File: config.mk
export PLATFORM = sky130hd
export DESIGN_NAME = ex_issue_ctrl
export DESIGN_NICKNAME = d
export VERILOG_FILES = /design/src/rtl/ex_issue_ctrl.sv
export SDC_FILE = /design/constraint.sdc
export NUM_CORES = 1
export LEC_CHECK = 0
export ABC_CLOCK_PERIOD_IN_PS = 7200
export CAP_MARGIN = 10
export CORE_MARGIN = 2
export CORE_UTILIZATION = 45
export CTS_BUF_LIST = sky130_fd_sc_hd__clkbuf_8 sky130_fd_sc_hd__clkbuf_16
export DETAILED_ROUTE_END_ITERATION = 8
export HOLD_SLACK_MARGIN = 0.06
export PLACE_DENSITY = 0.67
export SLEW_MARGIN = 25
export SYNTH_ARGS = -nofsm -noshare
export SYNTH_HDL_FRONTEND = slang
export SYNTH_SLANG_ARGS = --single-unit
File: constraint.sdc
create_clock -name CLOCK -period 7.2 [get_ports CLOCK]
set_clock_uncertainty 0.1 [all_clocks]
set_input_delay 1.44 -clock CLOCK [delete_from_list [all_inputs] [get_ports CLOCK]]
set_output_delay 1.44 -clock CLOCK [all_outputs]
set_load 0.05 [all_outputs]
File: src/rtl/ex_issue_ctrl.sv
// Execute-stage issue controller.
// Decoded instructions are queued in a small FIFO and issued one per cycle onto
// registered ex_* outputs. Issue stalls while a memory read is outstanding, and a
// one-cycle bubble is inserted when the first instruction after a load reads the
// loaded register.
module ex_issue_ctrl #(
    parameter int DEPTH       = 4,
    parameter int MEM_TIMEOUT = 15
) (
    input  logic                     CLOCK,
    input  logic                     RESET,
    input  logic                     flush,
    input  logic                     dec_valid,
    output logic                     dec_ready,
    input  logic [6:0]               dec_control,
    input  logic [31:0]              dec_src1,
    input  logic [31:0]              dec_src2,
    input  logic [31:0]              dec_imm,
    input  logic [4:0]               dec_rs1,
    input  logic [4:0]               dec_rs2,
    input  logic [4:0]               dec_rd,
    input  logic                     mem_rd_done,
    output logic                     enable_ex,
    output logic [6:0]               ex_control,
    output logic [31:0]              ex_src1,
    output logic [31:0]              ex_src2,
    output logic [31:0]              ex_imm,
    output logic                     mem_rd_pending,
    output logic                     mem_timeout,
    output logic [$clog2(DEPTH):0]   occupancy
);

    localparam int AW = $clog2(DEPTH);
    localparam int CW = AW + 1;
    localparam int TW = $clog2(MEM_TIMEOUT + 1);

    typedef enum logic [1:0] {
        IDLE     = 2'd0,
        ISSUE    = 2'd1,
        MEM_WAIT = 2'd2,
        BUBBLE   = 2'd3
    } state_t;

    typedef struct packed {
        logic [6:0]  control;
        logic [31:0] src1;
        logic [31:0] src2;
        logic [31:0] imm;
        logic [4:0]  rs1;
        logic [4:0]  rs2;
        logic [4:0]  rd;
    } entry_t;

    entry_t          fifo_mem [DEPTH];
    logic [AW-1:0]   wr_ptr_reg;
    logic [AW-1:0]   rd_ptr_reg;
    logic [CW-1:0]   occ_reg;
    logic [CW-1:0]   occ_next;
    logic [TW-1:0]   wait_cnt_reg;
    logic            hazard_arm_reg;
    logic [4:0]      load_rd_reg;
    logic            mem_timeout_reg;
    logic            enable_ex_reg;
    logic [6:0]      ex_control_reg;
    logic [31:0]     ex_src1_reg;
    logic [31:0]     ex_src2_reg;
    logic [31:0]     ex_imm_reg;
    state_t          state_reg;
    state_t          state_next;

    logic            empty;
    logic            full;
    logic            push;
    logic            issue;
    logic            bubble_go;
    logic            hazard;
    logic            head_is_read;
    logic            last_pop;
    logic            wait_done;
    logic            wait_expire;
    entry_t          head;

    // State register; an asynchronous reset abandons any outstanding read.
    always_ff @(posedge CLOCK or negedge RESET) begin
        if (!RESET) begin
            state_reg <= IDLE;
        end else begin
            state_reg <= state_next;
        end
    end

    // Control decode: FIFO status, hazard detection and the issue decision.
    // IDLE may issue directly so a push at edge N can appear on ex_* at N+1;
    // BUBBLE always issues since the hazard it waited out is gone.
    always_comb begin
        empty          = (occ_reg == '0);
        full           = (occ_reg == CW'(DEPTH));
        dec_ready      = !full;
        push           = dec_valid && !full;
        head           = fifo_mem[rd_ptr_reg];
        head_is_read   = head.control[3] && (head.control[2:0] == 3'b101);
        hazard         = hazard_arm_reg && (load_rd_reg != 5'd0) &&
                         ((head.rs1 == load_rd_reg) || (head.rs2 == load_rd_reg));
        issue          = 1'b0;
        bubble_go      = 1'b0;
        if (!empty) begin
            if (state_reg == BUBBLE) begin
                issue = 1'b1;
            end else if (state_reg == IDLE || state_reg == ISSUE) begin
                issue     = !hazard;
                bubble_go = hazard;
            end
        end
        last_pop       = issue && (occ_reg == CW'(1)) && !push;
        wait_done      = (state_reg == MEM_WAIT) && mem_rd_done;
        wait_expire    = (state_reg == MEM_WAIT) && !mem_rd_done &&
                         (wait_cnt_reg == TW'(MEM_TIMEOUT - 1));
        mem_rd_pending = (state_reg == MEM_WAIT);
        occ_next       = occ_reg + CW'(push) - CW'(issue);
    end

    // Next-state selection; flush overrides every other transition.
    always_comb begin
        state_next = state_reg;
        if (flush) begin
            state_next = IDLE;
        end else begin
            case (state_reg)
                IDLE, ISSUE, BUBBLE: begin
                    if (issue) begin
                        if (head_is_read)
                            state_next = MEM_WAIT;
                        else if (last_pop)
                            state_next = IDLE;
                        else
                            state_next = ISSUE;
                    end else if (bubble_go) begin
                        state_next = BUBBLE;
                    end else begin
                        state_next = IDLE;
                    end
                end
                MEM_WAIT: begin
                    if (wait_done || wait_expire)
                        state_next = empty ? IDLE : ISSUE;
                end
                default: state_next = IDLE;
            endcase
        end
    end

    // FIFO storage; entries are not reset because the pointers define validity.
    always_ff @(posedge CLOCK) begin
        if (RESET && push && !flush) begin
            fifo_mem[wr_ptr_reg] <= '{control: dec_control, src1: dec_src1,
                                      src2: dec_src2, imm: dec_imm,
                                      rs1: dec_rs1, rs2: dec_rs2, rd: dec_rd};
        end
    end

    // Pointers, occupancy, wait counter, hazard tracking and the issued bundle.
    always_ff @(posedge CLOCK or negedge RESET) begin
        if (!RESET) begin
            wr_ptr_reg      <= '0;
            rd_ptr_reg      <= '0;
            occ_reg         <= '0;
            wait_cnt_reg    <= '0;
            hazard_arm_reg  <= 1'b0;
            load_rd_reg     <= 5'd0;
            mem_timeout_reg <= 1'b0;
            enable_ex_reg   <= 1'b0;
            ex_control_reg  <= 7'd0;
            ex_src1_reg     <= 32'd0;
            ex_src2_reg     <= 32'd0;
            ex_imm_reg      <= 32'd0;
        end else if (flush) begin
            // ex_* and the sticky timeout flag deliberately survive a flush.
            wr_ptr_reg      <= '0;
            rd_ptr_reg      <= '0;
            occ_reg         <= '0;
            wait_cnt_reg    <= '0;
            hazard_arm_reg  <= 1'b0;
            enable_ex_reg   <= 1'b0;
        end else begin
            if (push)
                wr_ptr_reg <= wr_ptr_reg + AW'(1);
            if (issue)
                rd_ptr_reg <= rd_ptr_reg + AW'(1);
            occ_reg       <= occ_next;
            enable_ex_reg <= issue;
            if (issue) begin
                ex_control_reg <= head.control;
                ex_src1_reg    <= head.src1;
                ex_src2_reg    <= head.src2;
                ex_imm_reg     <= head.imm;
            end
            if (issue && head_is_read)
                load_rd_reg <= head.rd;
            if (state_reg == MEM_WAIT && !wait_done && !wait_expire)
                wait_cnt_reg <= wait_cnt_reg + TW'(1);
            else
                wait_cnt_reg <= '0;
            // Arm only once the read data is back; a timeout leaves nothing to guard.
            if (wait_done)
                hazard_arm_reg <= 1'b1;
            else if (wait_expire || issue || bubble_go)
                hazard_arm_reg <= 1'b0;
            if (wait_expire)
                mem_timeout_reg <= 1'b1;
        end
    end

    assign enable_ex   = enable_ex_reg;
    assign ex_control  = ex_control_reg;
    assign ex_src1     = ex_src1_reg;
    assign ex_src2     = ex_src2_reg;
    assign ex_imm      = ex_imm_reg;
    assign mem_timeout = mem_timeout_reg;
    assign occupancy   = occ_reg;

endmodule
### Yosys cells after proc, flatten, opt, wreduce, memory -nomap -nowiden

Memory sizes are Yosys's and may differ from the RTL's.
Cells that the tools add are included.

| storage, ports and cells | value |
|---|---|
| flip-flop bits (word level) | 124 |
| memory bits (writable) | 472 |
| bits of input ports | 123 |
| output and inout port bits | 110 |
| memories | 1 |

Memories:

| name | depth | bits a word | rd ports | clocked after Yosys merged registers in | write ports | line | text |
|---|---|---|---|---|---|---|---|
| fifo_mem | 4 | 118 | 1 | 0 | 1 | 54 | `entry_t fifo_mem [DEPTH];` |

| operators by class | value |
|---|---|
| add/sub/neg operators | 5 |
| equal/unequal tests | 10 |
| mux-type cells | 27 |
| bitwise logic cells | 1 |
| reduce and logical (&&, ||, !) cells | 36 |

Operators with widths:

| operator | count |
|---|---|
| $mux W2 | 9 |
| $logic_and A1 B1 Y1 | 14 |
| $mux W1 | 14 |
| $eq A5 B5 Y1 | 2 |
| $mux W4 | 2 |
| $logic_not A1 Y1 | 7 |
| $eq A3 B3 Y1 const B | 2 |
| $reduce_and A2 Y1 | 3 |
| $logic_or A1 B1 Y1 | 5 |
| $reduce_bool A5 Y1 | 1 |
| $add A2 B1 Y2 const B | 2 |
| $add A4 B1 Y4 const B | 1 |
| $eq A2 B2 Y1 const B | 2 |
| $eq A4 B4 Y1 const B | 1 |
| $pmux W2 S2 | 1 |
| $reduce_bool A2 Y1 | 2 |
| $add A3 B1 Y3 | 1 |
| $eq A3 B1 Y1 const B | 1 |
| $logic_not A3 Y1 | 1 |
| $mux W3 | 1 |
| $ne A3 B2 Y1 const B | 1 |
| $reduce_bool A3 Y1 | 1 |
| $reduce_or A3 Y1 | 1 |
| $sub A3 B1 Y3 | 1 |
| other kinds (3) | 3 |

### Longest topological paths before layout

An unclocked memory read counts as a cell.

| logic depth | value |
|---|---|
| depth in word-level cells | 15 |
| gate-level depth with buffers | 15 |
| gate-level depth less buffers | 13 |

### Least setup slack after synthesis

No wires, ideal clock.

| timing path | value |
|---|---|
| path type | input -> register |
| from | input port dec_valid |
| to | memory fifo_mem[0][0] (netlist name) (enable) |
| arrival time | 4.607 ns |
| path slack | 2.003 ns |
| stages on the path | 3 |
| path buffers | 0 |
| cell sequence | nand2_1 > nor3b_1 > and2_1 |

| on the way | value |
|---|---|
| longest elaborated chain between the ends | 5 |

RTL lines:

| what | line | text |
|---|---|---|
| from (decl) | 13 | `input logic dec_valid,` |
| $logic_and A1 B1 Y1 | 99 | `push = dec_valid && !full;` |
| $logic_and A1 B1 Y1 (2 in a row) | 154 | `if (RESET && push && !flush) begin` |
| $mux W1 | 154 |  |
| $mux W1 (implied by the code) | 155 | `fifo_mem[wr_ptr_reg] <= '{control: dec_control, src1: dec_src1,` |
| to (decl) | 54 |  |

Every way passes these cells.

### Worst setup path in the final report

| timing path | value |
|---|---|
| from | register rd_ptr_reg[0] |
| to | register occ_reg[2], in the netlist occupancy[2] |

| on the way | value |
|---|---|
| longest elaborated chain between the ends | 10 |
| elaborated cells between the ends (all ways) | 11 |

RTL lines:

| what | line | text |
|---|---|---|
| from (decl) | 56 | `logic [AW-1:0] rd_ptr_reg;` |
| from (signal assigned) | 188 | `rd_ptr_reg <= rd_ptr_reg + AW'(1);` |
| $mem_v2 Z4 W118 * | - |  |
| $eq A5 B5 Y1 | 103 | `((head.rs1 == load_rd_reg) \|\| (head.rs2 == load_rd_reg));` |
| $logic_or A1 B1 Y1 * | 103 |  |
| $logic_and A1 B1 Y1 * | 102 | `hazard = hazard_arm_reg && (load_rd_reg != 5'd0) &&` |
| $logic_not A1 Y1 * | 110 | `issue = !hazard;` |
| $mux W1 * | 109 | `end else if (state_reg == IDLE \|\| state_reg == ISSUE) begin` |
| $mux W1 * | 107 | `if (state_reg == BUBBLE) begin` |
| $mux W1 * | 106 | `if (!empty) begin` |
| $sub A3 B1 Y3 * | 119 | `occ_next = occ_reg + CW'(push) - CW'(issue);` |
| $mux W3 * | 176 | `end else if (flush) begin` |
| to (signal assigned) | 189 | `occ_reg <= occ_next;` |
| to (decl) | 57 | `logic [CW-1:0] occ_reg;` |

Every way passes the cells marked *; elsewhere a longest branch is shown, timed or not.
A chain may end at the register's enable or synchronous reset.

==> metrics.md <==
| Metric | Value |
|---|---|
| Status | `finished clean` |
| Routed Antenna Nets | `0` |
| Actual slew at the worst max-slew pin | `roughly 900 ps` |
| DRC errors left | `0` |
| Mux contribution to synthesized area | `18.5%` |
| WP data required | `~7600 ps` |
| Top_reg_cell synth | `edfxtp_1` |
| Post-synthesis simple-gate area fraction | `1.18%` |
| Row count | `81` |
| GRT Total Usage | `approximately 17%` |
| TritonCTS Buffers | `roughly 60` |
| Initial Util | `between 40% and 50%` |
| Clock Power Share | `26.6%` |
| Pwr Total | `between 10 and 15 mW` |
| Area of the mapped netlist | `0.0223 sq mm` |
| Cell accounting for the most synthesized area | `edfxtp_1` |
| Post-synth top area share | `63.6%` |
| CP Capture Type | `register` |
| Fin crit period | `a little over 4000 ps` |
| XOR/XNOR share of the synthesized area | `less than 1%` |
| Post-CTS Hold Fix Bufs | `0` |
| Share of layout cells above drive strength 1 | `a little over a quarter` |
| Initial antenna violation count | `6` |
| Worst-path clk slew | `~60 ps` |
| Routed length per instance | `about 22 microns` |
| Post-synthesis async set-or-reset flop share | `approximately a fifth` |
| PortBufs | `approximately 230` |
| Final setup viols | `0` |
| Largest family of logic cells by synthesized area | `multiplexers` |
| Nets | `about 1,400` |
| Max Cap Violations | `0` |
| Vias in the first global route | `~11,000` |
| Synth unique cells | `37` |
| Setup tns final | `0 ps` |
| Max-slew violations | `0` |
| Post-CTS sizing | `0` |
| Postcts setup bufs | `0` |
| Die height | `between 200 and 250 microns` |
| VDD IR-drop max | `around 0.00029 V` |
| Gate power share | `about a third` |
| Final HPWL DP | `roughly 25,000 microns` |
| Final period utilization | `56.7%` |
| Top cells by area, synth | `edfxtp_1, dfrtp_1, mux4_2` |
| Worst hold path class | `register to register` |
| Sw frac | `about a third` |
| H-tree levels | `2` |
| TritonRoute pass-1 iters | `5` |
| RSZ-0062 raised after global routing | `no` |
| Syn_nets | `1,100` |
| Post-synth EDFFs | `472` |
| Area of the die | `approximately 0.051 sq mm` |
| Total grt overflow | `0` |
| DRT iter0 DRCs | `725` |
| Slew Limit Headroom | `between 40% and 50%` |
| Via count | `10,203` |
| Routability cong. | `0.719` |
| Placeable Area | `~0.05 sq mm` |
| Sequential area share after synthesis | `77.6%` |
| Final wirelength | `approximately 44,000 microns` |
| Nature of the critical path startpoint | `register` |
| Synth warn | `0` |
| Buffers from clock root to sink, at most | `3` |
| Largest Register | `fifo_mem` |
| First-pass GRT wire length | `about 66,000 microns` |
| Vias/cell | `5.23` |
| Syn_area_per_cell | `23.0 sq um` |
| LEAKAGE | `9.43 nW` |
| Synth Area in Compound Gates | `0.393%` |
| Max reg flops | `472` |
| Crit-path max FO | `42` |
| Endpoints failing hold | `0` |
| CP Class | `register to register` |
| Sw power | `between 3 and 4 mW` |
| Internal power | `around 7.5 mW` |
| Die Wd | `~230 microns` |
| Area grow syn2layout | `22.5%` |
| Synthesis-stage register bit count | `596` |
| Clock sinks | `596` |
| # IOs | `approximately 230` |
| CTS tree | `built` |
| Largest net degree at the start of global routing | `~120` |
| Post-Synth Adder-Cell Area | `0.539%` |
| Data arrival time of the critical path | `approximately 4500 ps` |
| Flop pwr share | `between 40% and 50%` |
| Cell Pwr Density | `a little over 400 mW/mm^2` |
| Clk_lat worst skew | `~600 ps` |
| Clock root buffer | `clkbuf_16` |
| Mapped Cells | `~970` |
| Peak Freq | `about 240 MHz` |
[cell usage after synthesis, drive strengths merged, types with 2 or more instances]
cell type and instances:
xnor2 7, ha 8, dfrtp 124, mux2i 9, nand3 9, nand2 8
and2 4, mux2 110, nor2 16, xor2 10, edfxtp 472, a21oi 4
inv 8, buf 19, a211oi 3, nor2b 3, clkbuf 22, or2 2
nor3 5, mux4 114
[layer usage]
metal	up-vias	GRT usage, %	wire length [microns]	part of all wire (%)
li1	4476	-	-	-
met1	5399	24.0	18900	43
met2	244	27.7	21400	49
met3	76	4.07	2480	5.7
met4	8	5.09	837	1.9
met5	-	0	54	0.12
[cell usage in the layout, fill, tap and decap left out, types with 2 or more instances in the layout]
cell / count
nor3_1: 5
buf_12: 4
dfrtp_1: 122
clkinv_2: 13
bufinv_16: 3
ha_1: 8
nor2_1: 16
clkbuf_16: 61
clkinv_1: 6
mux2_4: 59
inv_1: 25
and2_4: 4
clkdlybuf4s50_1: 231
or2_2: 2
a21oi_1: 4
mux2_2: 51
xnor2_1: 7
dfrtp_4: 2
edfxtp_1: 472
clkinvlp_4: 3
xor2_1: 10
clkinv_4: 3
mux4_2: 114
nand2_1: 8
nand3_1: 9
clkbuf_8: 5
a211oi_2: 2
buf_4: 9
nor2b_1: 3
mux2i_1: 9
diode_2: 2
[critical path: stages (launching register included)]
cell and delay, ps:
dfrtp_4 990, buf_4 760, inv_1 220, nand3_1 140
a211oi_2 120, nor3_1 340, ha_1 300, inv_1 60
ha_1 130, inv_1 50, fa_1 390, xor2_1 160
xnor2_1 130, nor2_1 50
[cells by family (layout without fill, tap and decap cells)]
group | after synthesis | in the layout
compound gates | 11 | 11
xor+xnor | 17 | 17
fa+ha+maj | 9 | 9
buf+inv | 49 | 365
flops | 596 | 596
mux | 233 | 233
other cells | 0 | 2
simple gates | 53 | 53
[final timing paths]
path,start,endpoint,slack (ps),cells after the start
worst max-delay path,rd_ptr_reg[0]$_DFFE_PN0P_,occupancy[2]$_DFF_PN0_,3120,13
worst min-delay path,mem_timeout$_DFFE_PN0P_,mem_timeout$_DFFE_PN0P_,370,1
worst max register to register,rd_ptr_reg[0]$_DFFE_PN0P_,occupancy[2]$_DFF_PN0_,3120,13
worst min register to register,mem_timeout$_DFFE_PN0P_,mem_timeout$_DFFE_PN0P_,370,1
max in group asynchronous,RESET,ex_src2[11]$_DFFE_PN0P_,4890,2
min in group asynchronous,RESET,ex_imm[1]$_DFFE_PN0P_,760,1
[power by group through the flow]
stage	Combinational, mW	Sequential [mW]	Clock, mW
after floorplan	1.58	5.49	0
after global placement	3.57	4.61	0
after detailed placement	3.63	4.61	0
after CTS	3.63	4.55	3.02
after global routing	3.77	4.60	3.16
final	3.58	4.53	2.94
[metrics by stage]
| stage | instance area, sq um | std cells | utilization [%] | hold WS [ps] | worst slack, ps |
|---|---|---|---|---|---|
| global placement | 25300 | 1835 | 51.8 | 350 | 2660 |
| finish | 27300 | 1950 | 55.7 | 370 | 3120 |
| floorplan | 22300 | 968 | - | 355 | 2000 |
| global route | 27300 | 1949 | 55.7 | 402 | 2580 |
| CTS | 27300 | 1948 | 55.7 | 373 | 2930 |
| detailed placement | 25400 | 1837 | 51.9 | 360 | 2600 |
[final cells by class]
cell class                 instances  area [sq um]
multi-input combinational        323          4750
clock inverter                    45           290
timing repair buffer             246          2500
sequential                       596         17300
fill                            3664         21700
inverter                           8          30.0
antenna                            2          5.00
clock buffer                      66          1600
tap                              664           831
(Power assumes the default switching activity.)
